==> src/rtl/core_fetch_stage.sv <==
// Instruction-fetch stage: PC register, I-cache request/response handshake,
// one-entry hold buffer and the IF/DEC pipeline register.
module core_fetch_stage #(
    parameter int              XLEN      = 32,
    parameter logic [XLEN-1:0] RESET_PC  = 32'h0000_0200,
    parameter logic [XLEN-1:0] NOP_INSTR = 32'h0000_0013
) (
    input  logic            clk,
    input  logic            rst_n,
    output logic            ic_req_val,
    output logic [XLEN-1:0] ic_req_addr,
    input  logic            ic_req_ack,
    input  logic            ic_resp_val,
    input  logic [XLEN-1:0] ic_resp_data,
    input  logic            haz_pc_stop_in,
    input  logic            haz_enb_if_dec_in,
    input  logic            haz_kill_if_dec_in,
    input  logic            haz_nop_gen_in,
    input  logic            haz_mux_trn_in,
    input  logic [XLEN-1:0] redirect_pc_in,
    output logic [XLEN-1:0] if_dec_instr_out,
    output logic [XLEN-1:0] if_dec_pc_out,
    output logic            if_dec_val_out,
    output logic            fetch_stall_out
);

    typedef enum logic [1:0] {S_IDLE, S_REQ, S_WAIT, S_HOLD} state_t;

    state_t          state_q, state_d;
    logic [XLEN-1:0] pc_q, pc_d;
    logic [XLEN-1:0] hold_q, hold_d;
    logic            drop_q, drop_d;
    logic            blocked;
    logic            deliver;
    logic [XLEN-1:0] deliver_instr;
    logic [XLEN-1:0] redirect_aligned;

    assign blocked          = haz_pc_stop_in | ~haz_enb_if_dec_in | haz_nop_gen_in;
    assign redirect_aligned = redirect_pc_in & ~{{(XLEN-2){1'b0}}, 2'b11};

    always_comb begin
        state_d       = state_q;
        pc_d          = pc_q;
        hold_d        = hold_q;
        drop_d        = drop_q;
        deliver       = 1'b0;
        deliver_instr = hold_q;
        ic_req_val    = 1'b0;

        case (state_q)
            S_IDLE: state_d = S_REQ;
            S_REQ: begin
                ic_req_val = 1'b1;
                if (ic_req_ack) begin
                    state_d = S_WAIT;
                    drop_d  = haz_mux_trn_in;
                end
            end
            S_WAIT: begin
                // A response always consumes the drop flag; stale or redirected data is simply refetched.
                if (ic_resp_val) begin
                    drop_d = 1'b0;
                    if (drop_q || haz_mux_trn_in) begin
                        state_d = S_REQ;
                    end else if (blocked) begin
                        hold_d  = ic_resp_data;
                        state_d = S_HOLD;
                    end else begin
                        deliver       = 1'b1;
                        deliver_instr = ic_resp_data;
                        state_d       = S_REQ;
                    end
                end else if (haz_mux_trn_in) begin
                    drop_d = 1'b1;
                end
            end
            S_HOLD: begin
                if (haz_mux_trn_in) begin
                    state_d = S_REQ;
                end else if (!blocked) begin
                    deliver = 1'b1;
                    state_d = S_REQ;
                end
            end
            default: state_d = S_IDLE;
        endcase

        if (haz_mux_trn_in) begin
            pc_d = redirect_aligned;
        end else if (deliver && !haz_kill_if_dec_in) begin
            pc_d = pc_q + {{(XLEN-3){1'b0}}, 3'd4};
        end
    end

    assign ic_req_addr     = pc_q;
    assign fetch_stall_out = ~blocked & (state_q != S_IDLE) & ~deliver;

    always_ff @(posedge clk) begin
        if (!rst_n) begin
            state_q <= S_IDLE;
            pc_q    <= RESET_PC;
            hold_q  <= '0;
            drop_q  <= 1'b0;
        end else begin
            state_q <= state_d;
            pc_q    <= pc_d;
            hold_q  <= hold_d;
            drop_q  <= drop_d;
        end
    end

    // Kill outranks delivery; bubbles keep the last PC so decode can still report it.
    always_ff @(posedge clk) begin
        if (!rst_n) begin
            if_dec_instr_out <= NOP_INSTR;
            if_dec_pc_out    <= '0;
            if_dec_val_out   <= 1'b0;
        end else if (haz_kill_if_dec_in) begin
            if_dec_instr_out <= NOP_INSTR;
            if_dec_val_out   <= 1'b0;
        end else if (deliver) begin
            if_dec_instr_out <= deliver_instr;
            if_dec_pc_out    <= pc_q;
            if_dec_val_out   <= 1'b1;
        end else if (haz_enb_if_dec_in) begin
            if_dec_instr_out <= NOP_INSTR;
            if_dec_val_out   <= 1'b0;
        end
    end

endmodule
==> config.mk <==
export PLATFORM = sky130hd
export DESIGN_NAME = core_fetch_stage
export DESIGN_NICKNAME = d
export VERILOG_FILES = /design/src/rtl/core_fetch_stage.sv
export SDC_FILE = /design/constraint.sdc
export NUM_CORES = 1
export LEC_CHECK = 0
export ABC_AREA = 1
export CORE_MARGIN = 2
export CORE_UTILIZATION = 25
export CTS_CLUSTER_DIAMETER = 100
export CTS_CLUSTER_SIZE = 30
export DETAILED_ROUTE_END_ITERATION = 7
export PLACE_DENSITY = 0.44
export REMOVE_ABC_BUFFERS = 1
export SLEW_MARGIN = 20
export SYNTH_ARGS = -nofsm -noshare
export SYNTH_HDL_FRONTEND = slang
export SYNTH_SLANG_ARGS = --single-unit
==> constraint.sdc <==
create_clock -name clk -period 2.8 [get_ports clk]
set_clock_uncertainty 0.15 [all_clocks]
set_input_delay 0.28 -clock clk [delete_from_list [all_inputs] [get_ports clk]]
set_output_delay 0.28 -clock clk [all_outputs]
set_load 0.02 [all_outputs]
---- Word level (Yosys, flattened, before mapping) ----
Cells that the tools add are included.
word-level totals
  bits in registers ....................... 132
  input port bits ......................... 73
  output and inout bits ................... 99
  word-level logic and storage cells ...... 67
cells by class
  add/subtract/negate cells ............... 1
  equality and inequality tests ........... 7
  mux-type cells .......................... 27
  bitwise operators ....................... 10
  reductions and logical operators ........ 14
operator list
  cell                     count
  $mux W32                 8
  $add A32 B3 Y32 const B  1
  $mux W2                  6
  $mux W1                  10
  $pmux W2 S4              1
  $reduce_bool A2 Y1       4
  $ne A3 B3 Y1 const B     2
  $not A1 Y1               6
  $reduce_and A3 Y1        2
  $eq A2 B2 Y1 const B     2
  $ne A2 B2 Y1 const B     2
  $pmux W1 S2              2
  $reduce_and A4 Y1        1
  $reduce_or A2 Y1         2
  $and A1 B1 Y1            2
  $eq A2 B1 Y1 const B     1
  $logic_not A2 Y1         1
  $or A1 B1 Y1             2
  $reduce_and A2 Y1        1
  $logic_and A1 B1 Y1      1
  $logic_not A1 Y1         1
  $logic_or A1 B1 Y1       1

---- Depth between registers and ports, before layout ----
  word-level depth ........................ 10
  depth in mapped cells ................... 12
  depth with buffers taken out ............ 11

---- Worst setup path after synthesis ----
No wires, ideal clock.
  path type ............................... register to register
  from .................................... register pc_q[2], in the netlist ic_req_addr[2]
  to ...................................... register pc_q[16], in the netlist ic_req_addr[16]
  library setup time ...................... 110 ps
  arrival time ............................ 1,629 ps
  required time ........................... 2,540 ps
  slack ................................... 911 ps
  cell stages (with the launch flop) ...... 11
  path buffers ............................ 0
  clock period less this slack ............ 1,889 ps
  cell sequence ........................... dfxtp_1 -> ha_1 -> nand3_1 -> nor2_1 -> nand3_1 -> nand2_1 -> nand2_1 -> nand2_1 -> nand3_1 -> nand2_1 -> inv_1
on the way
  word-level cells in the longest chain between the ends .. 3
ends and longest elaborated chain
  what                    line  RTL
  start, declared         30    logic [XLEN-1:0] pc_q, pc_d;
  start signal, assigned  106   pc_q <= pc_d;
  $add A32 B3 Y32         91    pc_d = pc_q + {{(XLEN-3){1'b0}}, 3'd4};
  $mux W32                90    end else if (deliver && !haz_kill_if_dec_in) begin
  $mux W32                88    if (haz_mux_trn_in) begin
Every way passes these cells. The select of a mux whose other input is x is not followed.
A chain may end at the register's enable or synchronous reset.

---- Final worst setup path ----
  from .................................... register state_q[0]
  to ...................................... output port fetch_stall_out
on the way
  word-level cells in the longest chain between the ends .. 4
  elaborated cells between the ends (all ways) .. 7
  classes of those cells .................. eq/ne: 2; mux: 1; bitwise: 3; reduce/logical: 1
ends and longest elaborated chain
  what                    line  RTL
  start, declared         29    state_t state_q, state_d;
  start signal, assigned  105   state_q <= state_d;
  $eq A2 B2 Y1            50    case (state_q)
  $pmux W1 S2             50
  $not A1 Y1              96    assign fetch_stall_out = ~blocked & (state_q != S_IDLE) & ~deliver;
  $and A1 B1 Y1 *         96
  end, declared           24    output logic fetch_stall_out
Every way passes the cells marked *; elsewhere a longest branch is shown, timed or not.

==> impl_metrics.tcl <==
set metrics [dict create \
    drt-initial-drc-count 330 \
    grt_pass1_wl_mm 35.1 \
    cp-start-kind "flop" \
    power_density_mw_per_mm2 558 \
    wire_per_inst_um 15.5 \
    place_ws_ns 0.331 \
    rsz0062_at_grt "no" \
    endpoint_kind "output pin" \
    worst_hold_slack_ns 0.221 \
    routed_via_density 4.43 \
    arrival_ns 2.22 \
    worstHoldStart "rst_n" \
    postRouteAntennaNets 0 \
    vias 6365 \
    area_growth_pct 41.5 \
    die_width_um 162 \
    switchingPower_w 0.00135 \
    dr.pass1.iters 6 \
    cts_root_buf "clkbuf_16" \
    post-route-period-util 0.946 \
    critical-path-slowest-cell "clkdlybuf4s50_1" \
    floorplan.die_area_mm2 0.0262 \
    synth.lib_cells_used.distinct 31 \
    worst_pin_slew_ns 0.762 \
    ys_ff_latch 128 \
    setup_ws_ns 0.152 \
    clk_path_buf_depth 2 \
    tritoncts "built" \
    seqPwrFrac 0.400 \
    drc 0 \
    path_clk_slew_ns 0.07 \
    syn_area_mm2 0.00624 \
    grt_max_degree 73 \
    yosys_warnings 0 \
    final_hold_viol_count 0 \
    initial_core_util 0.256 \
    cp.required_ns 2.37 \
    p_sw_frac 0.273 \
    reg2reg_from "ic_req_addr[3]" \
    grt_pass1_vias 6367 \
    crit_type "reg -> out" \
    clk_latency_ns 0.42 \
    finalInstanceArea_mm2 0.00883 \
    max_stage_delay_ns 0.65 \
    wirelength_mm 22.3 \
    antenna_found_initial 2 \
    port_buffers 165 \
    maxCapViolCount 0 \
    grt_overflow_total 0 \
    min_period_ns 2.65 \
    cts_setup_buffers 0 \
    setup.worst_path.start "state_q[0]" \
    io-pin-count 172 \
    postPlaceCellArea_mm2 0.00823 \
    dieHeight_um 162 \
    cts_max_level 4 \
    yosys-top-cells-area "dfxtp_1, nand2_1, nor2_1, inv_1, nand3_1" \
    slew_viol_final 0 \
    leakage_nw 3.55 \
    layout.nets 1179 \
    hp-class "in -> reg" \
    gp_congestion 0.836 \
    comb_power_share 0.125 \
    slew_headroom 0.492 \
    ys_seq_area_frac 0.411 \
    syn_inst 948 \
    crit_chain "inv_1, ha_1, nand3_2, a21oi_2, nor3_1, clkdlybuf4s50_1" \
    yosysTopAreaCell "dfxtp_1" \
    cts_made_buffers 17 \
    intPower_w 0.00358 \
    drive_above_1_share 0.0566 \
    peakVddDrop_uv 295 \
    outcome "complete, no violations" \
    hpwl_mm 15.2 \
    p_total_w 0.00493 \
    grtUsageTotal 0.171 \
    postCtsHoldBufs 0 \
    finalSetupViolCount 0 \
    fmax_mhz 378 \
    cp_max_fo 5 \
    rows 57 \
    n_antenna_cell 0 \
    avgSynthCellArea_um2 6.58 \
    cts_sinks 128 \
    synth_top_area_share 0.411 \
    coreArea_mm2 0.0244 \
    ctsResizeCount 0 \
    p_clk_frac 0.475 \
]
## metrics by stage
stage	cells	utilization	setup TNS, ns
after detailed placement	1405	0.337	0
after floorplan	897	-	-20.06
final	1437	0.362	0
after global routing	1437	0.362	0
after global placement	1405	0.337	0
after CTS	1437	0.362	0
## power groups by stage
stage	Combinational (W)	Sequential (W)	Clock, W
floorplan	0.000265	0.00203	0
global placement	0.000621	0.00201	0
detailed placement	0.000623	0.00201	0
CTS	0.000625	0.00197	0.00241
global route	0.000685	0.00198	0.00248
finish	0.000616	0.00197	0.00234
## synthesized netlist by cell type
| library cell | number |
|---|---|
| nand2_1 | 218 |
| nor2_1 | 155 |
| dfxtp_1 | 128 |
| inv_1 | 116 |
| nand3_1 | 83 |
| o21ai_0 | 73 |
| a21oi_1 | 50 |
| clkbuf_1 | 28 |
| o211ai_1 | 28 |
| buf_2 | 13 |
| buf_4 | 7 |
| ha_1 | 6 |
| nand4_1 | 6 |
| a21boi_0 | 4 |
| buf_1 | 4 |
| xor2_1 | 4 |
| nor2_2 | 3 |
| nor3_1 | 3 |
| o21ai_1 | 3 |
| o22ai_1 | 3 |
| nor2_4 | 2 |
| o221ai_1 | 2 |
| a21oi_2 | 1 |
| a311oi_1 | 1 |
| buf_6 | 1 |
| clkbuf_2 | 1 |
| conb_1 | 1 |
| inv_2 | 1 |
| nand3_2 | 1 |
| nand3b_4 | 1 |
| xnor2_1 | 1 |
## path summary, 6_finish.rpt
path                                        end  slack [ns]  depth (start not counted)
worst max register to register  ic_req_addr[12]        0.58                         10
worst min-delay path            ic_req_addr[30]        0.22                          3
worst min register to register        hold_q[2]        0.31                          2
worst max-delay path            fetch_stall_out        0.15                          6
## layer usage
layer  vias up  routed length, um  track usage
met4         2                223       0.0366
li1       3316                  -            -
met5         -                 16            0
met2       169              10300        0.284
met1      2861              10000        0.215
met3        17               1680       0.0598
## state kept, by name, indices dropped and copies added (netlist names)
name / cells
hold_q: 32
if_dec_instr_out: 32
ic_req_addr: 30
if_dec_pc_out: 30
state_q: 2
drop_q: 1
if_dec_val_out: 1
## logic make-up after synthesis
kind of cell / Yosys count / synth area share
adder cells (fa/ha/maj): 6 / 0.0120
flip-flops: 128 / 0.411
AND/OR/NAND/NOR: 472 / 0.311
other: 1 / 0.000601
XOR/XNOR: 5 / 0.00702
AO/OA/AOI/OAI: 165 / 0.148
buffers and inverters: 171 / 0.111
## area by class of cell
cell class | count | area (um2)
fill | 2624 | 15600
inverter | 117 | 439
multi-input combinational | 652 | 3010
timing repair buffer | 184 | 1810
clock buffer | 18 | 429
sequential | 128 | 2560
tap | 324 | 405
clock inverter | 14 | 179
## layout by cell type, fill, tap and decap left out, types with 3 or more instances in the layout
cell             count
clkdlybuf4s50_1    164
nand4_1              6
clkinv_4             4
inv_6                5
o211ai_1            28
bufinv_16            3
ha_1                 6
a21oi_1             50
nand2_1            218
xor2_1               4
o22ai_1              3
conb_1               4
inv_1              116
o21ai_1              3
buf_4               17
clkbuf_16           17
nor3_1               3
dfxtp_1            128
nand3_1             83
nor2_2               6
nor2_1             152
o21ai_0             73
a21boi_0             4
## worst max-delay path, delay by kind of cell (launching register included)
kind                       cells  cell delay (ns)
buffers and inverters          2             0.75
AOI/OAI and AO/OA              1             0.08
DFF                            1             0.38
and+or+nand+nor                2             0.32
adders and majority gates      1             0.27
No activity file was read; power rests on OpenSTA's default activity.
